**src/rtl/rom_arbiter_pkg.sv**
```systemverilog
// Shared widths, state/requester encodings and helpers for the ROM arbiter.
package rom_arbiter_pkg;

  localparam int unsigned PORT_ADDR_W = 32;
  localparam int unsigned PORT_DATA_W = 32;
  localparam int unsigned PERF_CNT_W  = 32;

  typedef enum logic [1:0] {
    ST_IDLE = 2'd0,
    ST_WAIT = 2'd1,
    ST_ERR  = 2'd2
  } state_e;

  localparam logic REQ_IF  = 1'b0;
  localparam logic REQ_LSU = 1'b1;

  localparam logic EN  = 1'b1;
  localparam logic DIS = 1'b0;

  // Saturating increment for the performance counters.
  function automatic logic [PERF_CNT_W-1:0] sat_inc(input logic [PERF_CNT_W-1:0] v);
    return (&v) ? v : v + PERF_CNT_W'(1);
  endfunction

endpackage

```
**src/rtl/rom_arbiter_rr.sv**
```systemverilog
// Two-way round-robin picker; one-hot grant indexed by REQ_IF / REQ_LSU.
module rom_arb_rr
  import rom_arbiter_pkg::*;
(
  input  logic       if_valid,
  input  logic       lsu_valid,
  input  logic       last_grant,
  output logic [1:0] gnt_c
);

  always_comb begin
    gnt_c = '0;
    if (if_valid && lsu_valid) begin
      // Tie goes to whoever did not win last time.
      if (last_grant == REQ_LSU) gnt_c[REQ_IF]  = EN;
      else                       gnt_c[REQ_LSU] = EN;
    end else if (if_valid) begin
      gnt_c[REQ_IF] = EN;
    end else if (lsu_valid) begin
      gnt_c[REQ_LSU] = EN;
    end
  end

endmodule

```
**src/rtl/rom_arbiter.sv**
```systemverilog
// Shares the instruction ROM between IF and LSU: round-robin grant, address
// legality, single outstanding request with timeout. Optional counters: ROM_ARB_PERF_EN.
module rom_arbiter
  import rom_arbiter_pkg::*;
#(
  parameter int unsigned ADDR_W      = PORT_ADDR_W,
  parameter int unsigned DATA_W      = PORT_DATA_W,
  parameter int unsigned ROM_DEPTH   = 128,
  parameter int unsigned RSP_TIMEOUT = 15
) (
  input  logic              clk,
  input  logic              rst_n,
  input  logic              if_req_valid_i,
  output logic              if_req_ready_o,
  input  logic [ADDR_W-1:0] if_addr_i,
  output logic              if_rsp_valid_o,
  output logic [DATA_W-1:0] if_rsp_data_o,
  output logic              if_rsp_err_o,
  input  logic              lsu_req_valid_i,
  output logic              lsu_req_ready_o,
  input  logic [ADDR_W-1:0] lsu_addr_i,
  output logic              lsu_rsp_valid_o,
  output logic [DATA_W-1:0] lsu_rsp_data_o,
  output logic              lsu_rsp_err_o,
  output logic [ADDR_W-1:0] rom_pc_o,
  output logic              rom_pc_valid_o,
  input  logic              rom_pc_ready_i,
  input  logic [DATA_W-1:0] rom_inst_i,
  input  logic              rom_inst_valid_i
`ifdef ROM_ARB_PERF_EN
  ,
  output logic [PERF_CNT_W-1:0] if_grant_cnt_o,
  output logic [PERF_CNT_W-1:0] lsu_grant_cnt_o,
  output logic [PERF_CNT_W-1:0] contention_cnt_o
`endif
);

  localparam int unsigned TO_W = (RSP_TIMEOUT > 1) ? $clog2(RSP_TIMEOUT) : 1;

  state_e            state;
  logic              last_grant;
  logic              owner;
  logic [TO_W-1:0]   to_cnt;

  logic [1:0]        gnt_c;
  logic              gnt_id_c;
  logic              any_gnt_c;
  logic [ADDR_W-1:0] gnt_addr_c;
  logic              addr_ok_c;
  logic              accept_c;
  logic              rsp_fire_c;
  logic              rsp_err_c;
  logic [DATA_W-1:0] rsp_data_c;

  rom_arb_rr u_rr (
    .if_valid   (if_req_valid_i),
    .lsu_valid  (lsu_req_valid_i),
    .last_grant (last_grant),
    .gnt_c      (gnt_c)
  );

  // Request side: grant mux, legality check and handshake.
  always_comb begin
    gnt_id_c        = gnt_c[REQ_LSU];
    any_gnt_c       = |gnt_c;
    gnt_addr_c      = (gnt_id_c == REQ_LSU) ? lsu_addr_i : if_addr_i;
    addr_ok_c       = (gnt_addr_c[1:0] == 2'b00) &&
                      ((gnt_addr_c >> 2) < ADDR_W'(ROM_DEPTH));
    rom_pc_o        = gnt_addr_c;
    rom_pc_valid_o  = DIS;
    if_req_ready_o  = DIS;
    lsu_req_ready_o = DIS;
    accept_c        = DIS;
    if (state == ST_IDLE && any_gnt_c) begin
      // Illegal addresses never reach the ROM and are taken unconditionally.
      rom_pc_valid_o = addr_ok_c;
      accept_c       = addr_ok_c ? rom_pc_ready_i : EN;
      if (gnt_id_c == REQ_LSU) lsu_req_ready_o = accept_c;
      else                     if_req_ready_o  = accept_c;
    end
  end

  // Response side: ROM data, timeout or early error.
  always_comb begin
    rsp_fire_c = DIS;
    rsp_err_c  = DIS;
    rsp_data_c = '0;
    case (state)
      ST_WAIT: begin
        if (rom_inst_valid_i) begin
          rsp_fire_c = EN;
          rsp_data_c = rom_inst_i;
        end else if (to_cnt == TO_W'(RSP_TIMEOUT - 1)) begin
          rsp_fire_c = EN;
          rsp_err_c  = EN;
        end
      end
      ST_ERR: begin
        rsp_fire_c = EN;
        rsp_err_c  = EN;
      end
      default: ;
    endcase
  end

  always_ff @(posedge clk) begin
    if (rst_n) begin
      state           <= ST_IDLE;
      last_grant      <= REQ_LSU;
      owner           <= REQ_IF;
      to_cnt          <= '0;
      if_rsp_valid_o  <= 1'b0;
      if_rsp_err_o    <= 1'b0;
      if_rsp_data_o   <= '0;
      lsu_rsp_valid_o <= 1'b0;
      lsu_rsp_err_o   <= 1'b0;
      lsu_rsp_data_o  <= '0;
    end else begin
      if_rsp_valid_o  <= 1'b0;
      if_rsp_err_o    <= 1'b0;
      lsu_rsp_valid_o <= 1'b0;
      lsu_rsp_err_o   <= 1'b0;
      if (rsp_fire_c) begin
        if (owner == REQ_LSU) begin
          lsu_rsp_valid_o <= 1'b1;
          lsu_rsp_err_o   <= rsp_err_c;
          lsu_rsp_data_o  <= rsp_data_c;
        end else begin
          if_rsp_valid_o <= 1'b1;
          if_rsp_err_o   <= rsp_err_c;
          if_rsp_data_o  <= rsp_data_c;
        end
      end
      case (state)
        ST_IDLE: begin
          if (accept_c) begin
            owner      <= gnt_id_c;
            last_grant <= gnt_id_c;
            to_cnt     <= '0;
            state      <= addr_ok_c ? ST_WAIT : ST_ERR;
          end
        end
        ST_WAIT: begin
          if (rsp_fire_c) begin
            to_cnt <= '0;
            state  <= ST_IDLE;
          end else begin
            to_cnt <= to_cnt + TO_W'(1);
          end
        end
        ST_ERR:  state <= ST_IDLE;
        default: state <= ST_IDLE;
      endcase
    end
  end

`ifdef ROM_ARB_PERF_EN
  // Any cycle with both requesters valid leaves one of them stalled.
  always_ff @(posedge clk) begin
    if (rst_n) begin
      if_grant_cnt_o   <= '0;
      lsu_grant_cnt_o  <= '0;
      contention_cnt_o <= '0;
    end else begin
      if (accept_c && gnt_id_c == REQ_IF)  if_grant_cnt_o  <= sat_inc(if_grant_cnt_o);
      if (accept_c && gnt_id_c == REQ_LSU) lsu_grant_cnt_o <= sat_inc(lsu_grant_cnt_o);
      if (if_req_valid_i && lsu_req_valid_i) contention_cnt_o <= sat_inc(contention_cnt_o);
    end
  end
`endif

endmodule

```
**config.mk**
```make
export PLATFORM = sky130hd
export DESIGN_NAME = rom_arbiter
export DESIGN_NICKNAME = d
export VERILOG_FILES = /design/src/rtl/rom_arbiter_pkg.sv /design/src/rtl/rom_arbiter_rr.sv /design/src/rtl/rom_arbiter.sv
export SDC_FILE = /design/constraint.sdc
export NUM_CORES = 1
export LEC_CHECK = 0
export CORE_ASPECT_RATIO = 1.4
export CORE_UTILIZATION = 56
export DETAILED_ROUTE_END_ITERATION = 7
export DONT_BUFFER_PORTS = 1
export GPL_TIMING_DRIVEN = 0
export MAX_ROUTING_LAYER = met4
export PLACE_DENSITY_LB_ADDON = 0.15
export RECOVER_POWER = 50
export SLEW_MARGIN = 20
export SYNTH_ARGS = -nofsm -noshare
export SYNTH_HDL_FRONTEND = slang
export SYNTH_SLANG_ARGS = --single-unit
```
**constraint.sdc**
```tcl
create_clock -name clk -period 1.7 [get_ports clk]
set_input_delay 0.34 -clock clk [delete_from_list [all_inputs] [get_ports clk]]
set_output_delay 0.34 -clock clk [all_outputs]
set_load 0.01 [all_outputs]
```
* After elaboration in Yosys (flattened, before gate mapping)
Cells that the tools add are included.
** Operators by class
- Add/subtract/negate cells :: 1
- Multiply operators :: 0
- Div/mod/pow operators :: 0
- $lt $le $gt $ge :: 1
- Equal/unequal tests :: 5
- Shift operators :: 0
- Mux-type cells :: 30
- Bitwise logic cells :: 2
- Reduce and logical (&&, ||, !) cells :: 15
** Operators by type and width (number)
- 32-bit two-way mux :: 3
- 30-bit by 8-bit less-than comparator with 1-bit output, second input constant :: 1
- 1-bit two-way mux :: 17
- 2-bit AND reduction :: 5
- 2-bit two-way mux :: 4
- 4-bit two-way mux :: 2
- 4-bit one-hot mux with 2 select lines :: 1
- 3-bit OR reduction :: 2
- 4-bit by 1-bit adder with 4-bit output, second input constant :: 1
- 4-bit equality test, second input constant :: 1
- 2-bit zero test :: 2
- 2-bit != test, second input constant :: 2
- 1-bit one-hot mux with 2 select lines :: 2
- 2-bit one-hot mux with 2 select lines :: 1
- 2-bit OR reduction :: 2
- 1-bit logical AND :: 3
- 2-bit by 1-bit equality test with 1-bit output, second input constant :: 1
- 2-bit equality test, second input constant :: 1
- 1-bit NOT :: 2
- 2-bit nonzero test :: 1
** Storage, ports and cells
- Register bits after elaboration :: 76
- Bits in latches :: 0
- RAM bits :: 0
- ROM bits :: 0
- Input bits :: 102
- Output and inout bits :: 103
- Memories kept :: 0

* Longest topological paths before layout
Gate-level depths: netlist (run 1).
- Depth in word-level cells :: 10
- Gate-level depth with buffers :: 9
- Depth with buffers taken out :: 8

* Modules after synthesis
From an unflattened synthesis (run 1), not the netlist that was laid out.
** Second synthesis, totals
- Cells, all modules :: 434
- Area, all modules :: 3569.7 µm²
** Modules (own cells, without submodules)
- rom_arbiter :: instances 1, cells each 431, area an instance 3550.9 µm², sequential area each 1521.5 µm²
- rom_arb_rr :: instances 1, cells each 3, area an instance 18.8 µm², sequential area each 0.0 µm²

* Least setup slack after synthesis (run 1)
Ideal clock, no wire load.
- Path type :: register -> register
- Start :: register state[0]
- End :: register state[1]
- Setup time :: 128 ps
- Arrival :: 1673 ps
- Setup slack :: -100 ps
- Cell stages (with the launch flop) :: 9
- Buffers on the path :: 0
- Clock period less this slack :: 1800 ps
- Cell sequence :: dfxtp_1 inv_1 ha_1 and2b_1 a31oi_1 o31a_2 o21ai_0 a32oi_1 nor2_1
** On the way
- Cells in the longest elaborated chain, start to end :: 5
- Elaborated cells on any way between the ends :: 10
** RTL lines
- start: declaration :: line rom_arbiter.sv:40 : state_e state;
- start signal: assignment :: line rom_arbiter.sv:140 : state <= addr_ok_c ? ST_WAIT : ST_ERR;
- branches (longest 5 deep; another with 2-bit equality test)
Several ways; the timed one is not identified.
A chain may end at the register's enable or synchronous reset.

* Worst setup path after layout (run 1)
- Start :: register to_cnt[1]
- End :: register to_cnt[3]
** On the way
- Cells in the longest elaborated chain, start to end :: 6
- Elaborated cells on any way between the ends :: 7
** RTL lines
- start: declaration :: line rom_arbiter.sv:43 : logic [TO_W-1:0] to_cnt;
- start signal: assignment :: line rom_arbiter.sv:148 : to_cnt <= to_cnt + TO_W'(1);
- 4-bit equality test :: line rom_arbiter.sv:93 : end else if (to_cnt == TO_W'(RSP_TIMEOUT - 1)) begin
- 1-bit two-way mux :: line rom_arbiter.sv:93
- 1-bit two-way mux :: line rom_arbiter.sv:90 : if (rom_inst_valid_i) begin
- 1-bit one-hot mux with 2 select lines :: line rom_arbiter.sv:88 : case (state)
- 4-bit two-way mux (*) :: line rom_arbiter.sv:144 : if (rsp_fire_c) begin
- 4-bit one-hot mux with 2 select lines (*) :: line rom_arbiter.sv:134 : case (state)
Mark *: on every way between the ends. The rest lies on a longest branch, timed or not.

==> results of run 1 <==
[cells by family (layout without fill, tap and decap cells)]
| group | after synthesis | in the layout |
|---|---|---|
| buffers and inverters | 38 | 94 |
| and+or+nand+nor | 180 | 181 |
| AOI/OAI and AO/OA | 85 | 85 |
| adders and majority gates | 5 | 5 |
| muxes | 34 | 34 |
| DFF | 76 | 76 |
[sequential cells by signal, summed over array words and instances, names as in the netlist]
name	cells
if_rsp_err_o	1
owner	1
last_grant	1
to_cnt	4
lsu_rsp_data_o	32
if_rsp_data_o	32
if_rsp_valid_o	1
state	2
lsu_rsp_valid_o	1
lsu_rsp_err_o	1
[per-layer routing]
metal / vias to the layer above / track usage (%) / routed length, µm / part of all wire [%]
met5: - / - / 0 / 0
met4: 0 / 11.1 / 1020 / 6.5
met3: 126 / 11.0 / 1940 / 12
met2: 404 / 57.4 / 7770 / 50
met1: 1857 / 31.2 / 4900 / 31
li1: 1583 / - / - / -
[timing repair]
| action | 4_1_cts | 5_1_grt |
|---|---|---|
| endpoints found under the setup margin | 107 | 103 |
| pin swaps | 7 | 129 |
| hold endpoints to repair | 0 | 0 |
| buffers inserted | 9 | 22 |
| resized for setup | 91 | 195 |
| cloned | 1 | 10 |
[synthesized netlist by cell type (all sizes together) (3+ instances only)]
master  count  area share, %
and2b       3           0.66
nor2b       3           0.55
buf         6           0.98
nand3      69             10
dfxtp      76             44
nand4       4           0.73
or3         3           0.62
nor4       10            1.8
ha          5            1.8
nand2      68            7.4
o21ai       6           0.98
a21oi      69             10
mux2       32             10
inv         7           0.77
nor2       13            1.4
clkbuf     24            2.6
[worst paths after layout]
path / cells after the start / startpoint / slack (ps) / endpoint
setup / recovery: 8 / to_cnt[1] / -400 / to_cnt[3]
hold / removal: 1 / rst_n / 100 / last_grant
setup reg to reg: 8 / to_cnt[1] / -400 / to_cnt[3]
hold reg to reg: 2 / lsu_rsp_data_o[10] / 510 / lsu_rsp_data_o[10]
[report_power, final]
| group | switching (mW) | leakage (nW) | internal (mW) |
|---|---|---|---|
| logic | 0.470 | 0.927 | 0.388 |
| registers | 0.0216 | 0.615 | 1.79 |
| clock network | 0.743 | 0.120 | 0.979 |
| total | 1.24 | 1.66 | 3.16 |
[through the flow]
stage | total power, mW | std cells | instance area, µm²
final | 4.39 | 545 | 5320
after global routing | 4.46 | 545 | 5320
after CTS | 4.06 | 514 | 4190
after detailed placement | 2.28 | 488 | 3570
after global placement | 2.28 | 488 | 3570
after floorplan | 2.18 | 418 | 3480
[area by class of cell]
class,count,area (µm²)
flip-flops and latches,76,1530
plain buffers,30,275
repair buffers,41,453
inverters,7,31.3
well taps,70,87.6
clock inverters,6,113
multi-input cells,305,2700
clock buffers,10,128
fillers,230,588
==> results summary, run 1 <==
The placeable core area came out at 0.00590 mm². The most frequent standard cell in the layout excluding fill and tap cells is sky130_fd_sc_hd__dfxtp_1. The fraction of final layout cells with drive strength greater than 1 is roughly 55%. The post-layout net count came out at 577. After synthesis, the largest family of logic cells by area is simple AND/OR/NAND/NOR gates.

The combined buffer and inverter count along the critical path is 2. At the end of routability-driven placement, the weighted congestion stood at 0.956. The worst setup path is captured at a register. The number of synthesis warnings is 0. At the worst endpoint, the required time is 1910 ps. The slowest stage of the critical path belongs to the cell sky130_fd_sc_hd__dfxtp_1.

The number of H-tree branching levels is 3. The static leakage came out at approximately 1.7 nW. The floorplan step defined a die boundary enclosing 0.00645 mm².

The number of buffers inserted during clock tree synthesis is 9. The overall via count from detail_route is 3970. The via count of the first global-routing pass came out at 2967. The largest net degree at the start of global routing came out at 14.

The biggest cell delay along the critical path came out at 440 ps. Timing would allow up to 476 MHz. Setup violations remaining at the end of the flow were counted as about 110. Counting every net in the synthesized netlist gives 525. The first-pass GRT wire length came out at 14700 µm. The I/O pin total is 205. After detailed routing, the total wire length is between 15000 and 20000 µm. In the synthesized netlist the dominant register cell turns out to be sky130_fd_sc_hd__dfxtp_1. The synthesized netlist devotes 13.5% of its cell area to compound gates. The number of antenna violations at the first check in global routing came out at 0. The final hold slack is slightly below 100 ps. The tool flagged a number of max-cap violations equal to 0. Before antenna repair, the detailed router went through 7 iterations. The number of hold buffers added after cts is 0.

The worst hold path belongs to the class in -> reg. The number of max-slew violations in the final report came to 0. The XOR/XNOR share of the synthesized area came out at 0%. The total DRC errors in the routed layout is 0. The number of input and output port buffers inserted came out at 0. The first routing iteration left about 350 violations.

Among the stages of the critical path, the cell type that occurs most often is sky130_fd_sc_hd__buf_6. The flow ran to the end, but the final reports show violations. CTS placed an instance of sky130_fd_sc_hd__clkbuf_8 at the clock tree root.

The count of flip-flops with a built-in enable after synthesis is 0. The average instance area after synthesis is 8.21 µm². The fraction of the core area covered by cells at the end of the flow came out at 90.0%. Setup repair after global routing could not meet its margin everywhere.

Summing the areas of all fa, ha and maj instances in the mapped netlist gives 1.82% of the synthesized area. The highest ir drop seen on vdd is 0.538 mV. The total global routing track utilization came out at between 30% and 40%. The initial core utilization is 58.1%. In the finished design, the share of the clock period the worst path needs comes to 124%. The post-CTS clock slew at the launch and capture registers of the worst setup and hold paths came out at 80 ps.

The placed wire-length estimate after detailed placement is a little under 8000 µm. TritonCTS built the clock tree. The final sum of negative setup slack is -19930 ps.

The worst setup path is of the reg -> reg kind. The CTS sink count came out at between 70 and 80. The smallest clock period supported by the final layout is computed as 2100 ps.

The worst slew margin relative to its limit is around 53%. After synthesis, flip-flops and latches occupy 44.3% of the total area. The synthesized netlist devotes 24.6% of its cell area to simple gates. The worst clock skew on the final layout is 18.7 ps.

The wire length per cell after detailed routing is 28.7 µm. The global route total overflow came out at 0. The clock latency on the worst-skew pair is 380 ps. The largest fanout on the critical path came out at 5. The die span in y is 94.6 µm. The distinct cell type count of the synthesized netlist came out at 36. In this design, the largest share of critical-path delay is due to compound AO/OA/AOI/OAI gates.

The cell row count is 33. In the post-route analysis, the smallest setup slack over all paths is -402 ps. The checks that failed: negative setup slack.

The post-synth design cell area came out at 0.00343 mm². 0 antenna diodes ended up in the layout. Walking the worst path, the cells encountered are ha_4, a41oi_4, buf_6, a31oi_4, buf_6, and2b_1, o21ai_0, a21oi_1. The synthesized instance count is roughly 420.

The slew at the pin closest to its max-slew limit is 703 ps. In the layout the commonest cells are 72 x sky130_fd_sc_hd__dfxtp_1, 62 x sky130_fd_sc_hd__nand2_1, 49 x sky130_fd_sc_hd__a21oi_2. The share of synthesized registers carrying an async set or reset is 0%. The flip-flop and latch count after synthesis came out at 76. From synthesis to final layout, the design area changed by 54.9%.

In the routed layout, each cell is associated on average with a via count of about 7.3. The count of nets left with antenna violations once routing finished came out at 0. The worst setup path is launched from a register. The number of hold-slack violations in the final timing report came out at 0. The worst slack at placement came out at -387 ps. The multiplexer share of the synthesized area came out at 11.1%. The arrival time of the worst setup path is 2320 ps. The power per cell area is roughly 830 mW/mm². The maximum count of clock buffers along a single path is 2. The die boundary width came out at 68.2 µm.
(Power assumes the default switching activity.)
==> run 2, diff against run 1 <==
- CORE_MARGIN: unset -> 2
==> results summary, run 2 (same netlist as run 1, synthesis figures left out) <==
The largest registers in the layout are if_rsp_data_o: 32 flops, lsu_rsp_data_o: 32 flops, to_cnt: 4 flops. Setup repair after global routing could not meet its margin everywhere. The die span in y came out at 96.6 µm. The slew at the pin closest to its max-slew limit came out at 806 ps. The detail-routed via count per cell is 7.35.

Once layout is done, the placed cells without fillers occupy 0.00558 mm². Cells with a size suffix above 1 make up a little under three fifths of the layout. The number of max-slew violations in the final report came out at 0. TritonCTS built the clock tree. Total power for the finished layout comes to 4.33 mW. The static leakage came out at 1.90 nW. Across all setup checks in the final design, the least slack found is -360 ps. The die boundary width is ~70 µm.

The number of nets with antenna violations after routing came out at 0. The routability congestion estimate came out at 0.954. The worst pin sits at a relative slew slack of 46.3%. VDD sags by at most 0.622 mV.

After detailed routing, the total wire length is 17000 µm. The clock passes through at most 2 buffers. The post-place instance area is between 0.003 and 0.004 mm². The global route total overflow is 0. Counting the buffers created by CTS gives 9. The first-pass iteration count of the detailed router is 7. The via count of the first global-routing pass is 3224. The clock reaches the later pin of the worst-skew pair after 360 ps. Once detailed placement completed, the half-perimeter wirelength came to 8270 µm. The wire length per cell after detailed routing came out at 30.4 µm. The top cell types in the final layout, fill and taps aside, are 71 x sky130_fd_sc_hd__dfxtp_1, 51 x sky130_fd_sc_hd__a21oi_2, 42 x sky130_fd_sc_hd__nand2_1. The post-layout net count came out at 593. The initial core utilization is between 50% and 60%.

The number of max-cap violations is 0. The routed design could run at a clock period as short as 2060 ps. For this design, the CTS-stage hold fixing added 0 buffers. The critical path is of the reg -> out type.

The count of filler cells inserted in the layout is 164. On the final layout, the worst clock skew is 10.2 ps. The I/O pin total is 205. The maximum clock frequency came out at 485 MHz. The library cell used most frequently in the layout, excluding fill and tap cells, is sky130_fd_sc_hd__dfxtp_1. Entering global routing, the biggest net connects 13 pins.

The worst slack at placement is -371 ps. The count of non-filler cells in the finished layout is roughly 560. STA classifies the critical path startpoint as a register. The final clock period utilization by the worst path came out at 121%. The iteration-0 DRC count of the detailed router is 286. The root buffer cell is sky130_fd_sc_hd__clkbuf_8. In this run the power density over the cells is 776 mW/mm².

The area growth from synthesis to layout is 62.5%. The die covers 0.00678 mm². The number of antenna violations at the first check in global routing came out at 0. The CTS sink count came out at 76.

In this run, placement finished with an instance count of 488. The data required time at the worst endpoint is 1360 ps. The run finished, with violations left. The cell row count came out at 33. The arrival time of the worst setup path is approximately 1700 ps. The total DRC errors in the routed layout came out at 0. The final reports fail on negative setup slack. The number of input and output port buffers inserted is 0.

The element type at the critical path end is an output pin. The first global-routing pass estimated 17000 µm of wire. The largest fanout on the critical path came out at 7. CTS built an H-tree with a depth of 3. The final route contains 4107 vias.

The number of hold-slack violations in the final timing report came to 0. The total global routing track utilization came out at 33.2%. The type of the tightest min-delay check is in -> reg. Clock-pin slew was measured on the worst setup and hold paths at around 80 ps.

The setup-violating endpoint count in the final report is 111. The number of diodes added for antenna fixing came out at 0. The placeable core area is 0.00590 mm².
-- run 2: cell count changes in the layout (fill, tap and decap cells not counted), moves of 4 or more --
cell                        change
sky130_fd_sc_hd__nand2_1       -20
sky130_fd_sc_hd__buf_6          +5
sky130_fd_sc_hd__clkbuf_16      +5
sky130_fd_sc_hd__nand2_4       +17
sky130_fd_sc_hd__nand3_1       +17
sky130_fd_sc_hd__mux2_2        -16
sky130_fd_sc_hd__nand3_2        -8
sky130_fd_sc_hd__buf_8          +7
sky130_fd_sc_hd__clkbuf_2       +4
sky130_fd_sc_hd__nand3_4       -10
sky130_fd_sc_hd__mux2_4        +16
sky130_fd_sc_hd__clkbuf_4       -4
-- run 2: worst max-delay path, cell delays in order (launching register included) --
cell and delay [ps]:
sky130_fd_sc_hd__dfxtp_2 350, sky130_fd_sc_hd__a21boi_2 160, sky130_fd_sc_hd__buf_6 180, sky130_fd_sc_hd__nand4_1 170, sky130_fd_sc_hd__o21ai_4 180, sky130_fd_sc_hd__a31oi_4 140
sky130_fd_sc_hd__and2_4 180
-- run 2: metal layers --
metal  global-route usage [%]  up-vias  share of wire, %
li1                         -     1617                 -
met1                     35.6     1883                30
met2                     57.0      437                48
met3                     8.33      170                11
met4                     15.1        0                10
met5                        -        -                 0
-- run 2: area by class of cell --
class | count | area (µm²) | area share, %
inverters | 7 | 28.8 | 0.516
flip-flops and latches | 76 | 1530 | 27.4
repair buffers | 57 | 709 | 12.7
multi-input cells | 304 | 2700 | 48.5
plain buffers | 31 | 317 | 5.68
clock inverters | 5 | 78.8 | 1.41
well taps | 70 | 87.6 | 1.57
clock buffers | 9 | 124 | 2.22
-- run 2: path summary, 6_finish.rpt --
| path | startpoint | endpoint | cells after the start | slack, ps |
|---|---|---|---|---|
| max | last_grant | lsu_req_ready_o | 6 | -360 |
| min | rst_n | last_grant | 1 | 110 |
| max reg2reg | state[1] | lsu_rsp_data_o[9] | 11 | -350 |
| min reg2reg | lsu_rsp_data_o[10] | lsu_rsp_data_o[10] | 2 | 520 |
-- run 2: power by group --
part	switching [mW]	internal, mW
logic	0.518	0.491
registers	0.0196	1.79
clock network	0.695	0.808
total	1.23	3.09
-- run 2: through the flow --
step / TNS [ps] / hold WS, ps / utilization [%]
after floorplan: -1330 / 444 / -
after global placement: -23720 / 448 / 60.5
after detailed placement: -27760 / 458 / 60.5
after CTS: -7700 / 98.1 / 73.5
after global routing: -28810 / 111 / 94.5
final: -26180 / 108 / 94.5
-- run 2: what timing repair did --
item	in CTS	in global routing
setup buffers	22	22
gates cloned	1	12
pin swaps	16	107
gates resized for setup	104	221
endpoints found under the setup margin	107	103
==> run 3, diff against run 2 <==
- CORE_UTILIZATION: 56 -> 43
- clock period: 1.7 -> 1.69 ns (I/O delays scaled with it)
==> results summary, run 3 (same netlist as run 1, synthesis figures left out) <==
The initial core utilization came out at 44.3%. The maximum count of clock buffers along a single path is 2. During I/O placement, the number of pins put on the boundary was approximately 200. After detailed routing, the number of vias per cell comes to 5.87. Clock tree synthesis selected as its root buffer the cell sky130_fd_sc_hd__clkbuf_8.

The critical path start-end classification is reg -> out. The internal reg-to-reg setup slack came out at -150 ps. In the global route stage, met1 resource usage came out at 24.9%. The fraction of final layout cells with drive strength greater than 1 is between 40% and 50%. The post-synthesis to final-layout area growth came out at 45.3%. The worst setup path is launched from a register. The cell row count is 38. Global routing used 25.9% of the available tracks across all layers. The wire length per cell after detailed routing came out at roughly 22 µm. The slack of the critical path is -283 ps. The later pin in the worst-skew pair is clocked with a latency of 370 ps. The final route contains 3366 vias. The post-CTS clock slew at the launch and capture registers of the worst setup and hold paths came out at 70 ps. The CTS sink count is 76. The global route total overflow came out at 0. The area enclosed by the die boundary is 0.00872 mm². The post-layout minimum cycle time is 1970 ps. At the worst endpoint, the arrival time is 1630 ps. The met2 usage in global routing came out at a little under half. For this design the ratio of total power to cell area is 834 mW/mm². The largest fanout on the critical path came out at 6. The flow ran to the end, but the final reports show violations. The terminating pin of the worst hold path is last_grant. The overall power consumption came out at 4.16 mW. Setup violations remaining at the end of the flow were counted as 90. The clock tree synthesis step divided the H-tree into 3 levels. The maximum clock frequency is between 500 and 600 MHz.

The layer with the highest usage is met2. The placed wire-length estimate after detailed placement is 8530 µm. The checks that failed: negative setup slack. Once placement completed, the tool counted placed cells totaling 518. The worst slew margin relative to its limit is 56.0%. The number of hold-slack violations in the final timing report came to 0.

Entering global routing, the biggest net connects 13 pins. On the worst path, the slowest cell contributes a delay of approximately 340 ps. The path class of the tightest hold or removal check is in -> reg.

VDD sags by at most 0.457 mV. The post-layout net count is 575. The hold-critical path depth is 1. The number of max-slew violations in the final report is 0. The final hold slack came out at roughly 81 ps. Leaving out fill and tap cells, the most frequent cell in the layout is sky130_fd_sc_hd__dfxtp_1. The total DRC errors in the routed layout came out at 0. In the final layout, the registers with the most flip-flops are if_rsp_data_o: 32 flops, lsu_rsp_data_o: 32 flops, to_cnt: 4 flops. Of the available clock period, the critical path in the final layout requires 117%. The number of nets with antenna violations after routing is 0. For this block, the initial DRC count from the detailed router was roughly 130. The count of non-filler cells in the finished layout came out at approximately 570. The number of cells traversed by the worst register-to-register path came out at 10. The critical path goes through a21boi_4, buf_6, nand4_1, o21ai_4, a31oi_4, and2_4. At the pin with the least slew margin, the transition time is 659 ps. For this run, the detailed router's first-pass iteration total came to 4. The routability congestion estimate came out at 0.972. In this run the horizontal extent of the chip is 79.5 µm. The placeable core area is 0.00775 mm². The met3 layer usage reported by global route came out at under 10%. The data required time at the worst endpoint came out at 1350 ps.

The static leakage is between 1.5 and 2 nW. The floorplan step set the die height to 110 µm. Setup repair after global routing could not meet its margin everywhere. In this run the critical register-to-register path is launched from state[0]. The worst clock skew on the final layout came out at 8.06 ps. In this run the critical register-to-register path is captured at if_rsp_data_o[10]. The number of input and output port buffers inserted is 0. The total wire length came out at 12300 µm. The number of antenna violations at the first check in global routing came out at 0. The worst hold path begins at rst_n. STA classifies the critical path endpoint as an output pin. The number of clock buffers added by TritonCTS is 9. The critical-path cell with the highest stage delay is sky130_fd_sc_hd__dfxtp_2.

TritonCTS built the clock tree. The tool flagged a number of max-cap violations equal to 0. The number of antenna diodes in the final layout is 0.

The first-pass GRT wire length came out at approximately 16000 µm. The via count of the first global-routing pass is 3259. The fraction of the core area covered by cells at the end of the flow came out at between 60% and 70%. The library cells used most frequently in the layout, excluding fill and tap cells, are 71 x sky130_fd_sc_hd__dfxtp_1, 60 x sky130_fd_sc_hd__nand2_1, 35 x sky130_fd_sc_hd__nand3_1, 35 x sky130_fd_sc_hd__a21oi_2, 34 x sky130_fd_sc_hd__a21oi_1.
[run 3: worst max-delay path by stage]
stage / from / to / slack (ps) / cells past startpoint
after floorplan: lsu_req_valid_i / rom_pc_o[0] / -60 / 4
after global placement: if_addr_i[0] / last_grant / -380 / 6
after detailed placement: if_addr_i[0] / last_grant / -400 / 6
after CTS: last_grant / lsu_req_ready_o / -340 / 6
after global routing: last_grant / lsu_req_ready_o / -320 / 6
final: last_grant / lsu_req_ready_o / -280 / 6
[run 3: layer usage]
layer / vias up / routed length [µm]
li1: 1566 / -
met1: 1608 / 4100
met2: 169 / 6600
met3: 23 / 1340
met4: 0 / 283
met5: - / 0
[run 3: what timing repair did]
item / 4_1_cts / 5_1_grt
resized for setup: 96 / 135
buffers inserted: 13 / 22
cloned: 0 / 5
hold buffers: 0 / 0
setup endpoints to repair: 107 / 102
pin swaps: 14 / 74
[run 3: worst max-delay path: cells and delay by family, from the launching register on]
family / cells / cell delay [ps]
buffers and inverters: 1 / 160
flip-flops: 1 / 340
AND/OR/NAND/NOR: 2 / 320
AO/OA/AOI/OAI: 3 / 440
[run 3: layout make-up]
| type | instances | area, µm² |
|---|---|---|
| sequential | 76 | 1530 |
| timing repair buffer | 40 | 402 |
| fill | 656 | 2760 |
| inverter | 7 | 31.3 |
| multi-input combinational | 304 | 2400 |
| clock inverter | 3 | 42.5 |
| buffer | 30 | 277 |
| clock buffer | 13 | 179 |
| tap | 100 | 125 |
[run 3: metrics by stage]
stage	cell area, µm²	setup TNS, ps	worst slack, ps
after global placement	3610	-26150	-377
final	4990	-11060	-283
after floorplan	3490	-1520	-56.2
after detailed placement	3610	-28390	-405
after CTS	4300	-9670	-341
after global routing	4990	-16430	-317
[run 3: where the power goes]
part           internal [mW]  switching, mW
combinational          0.392          0.426
clock                  0.841          0.677
sequential              1.80         0.0172
total                   3.04           1.12
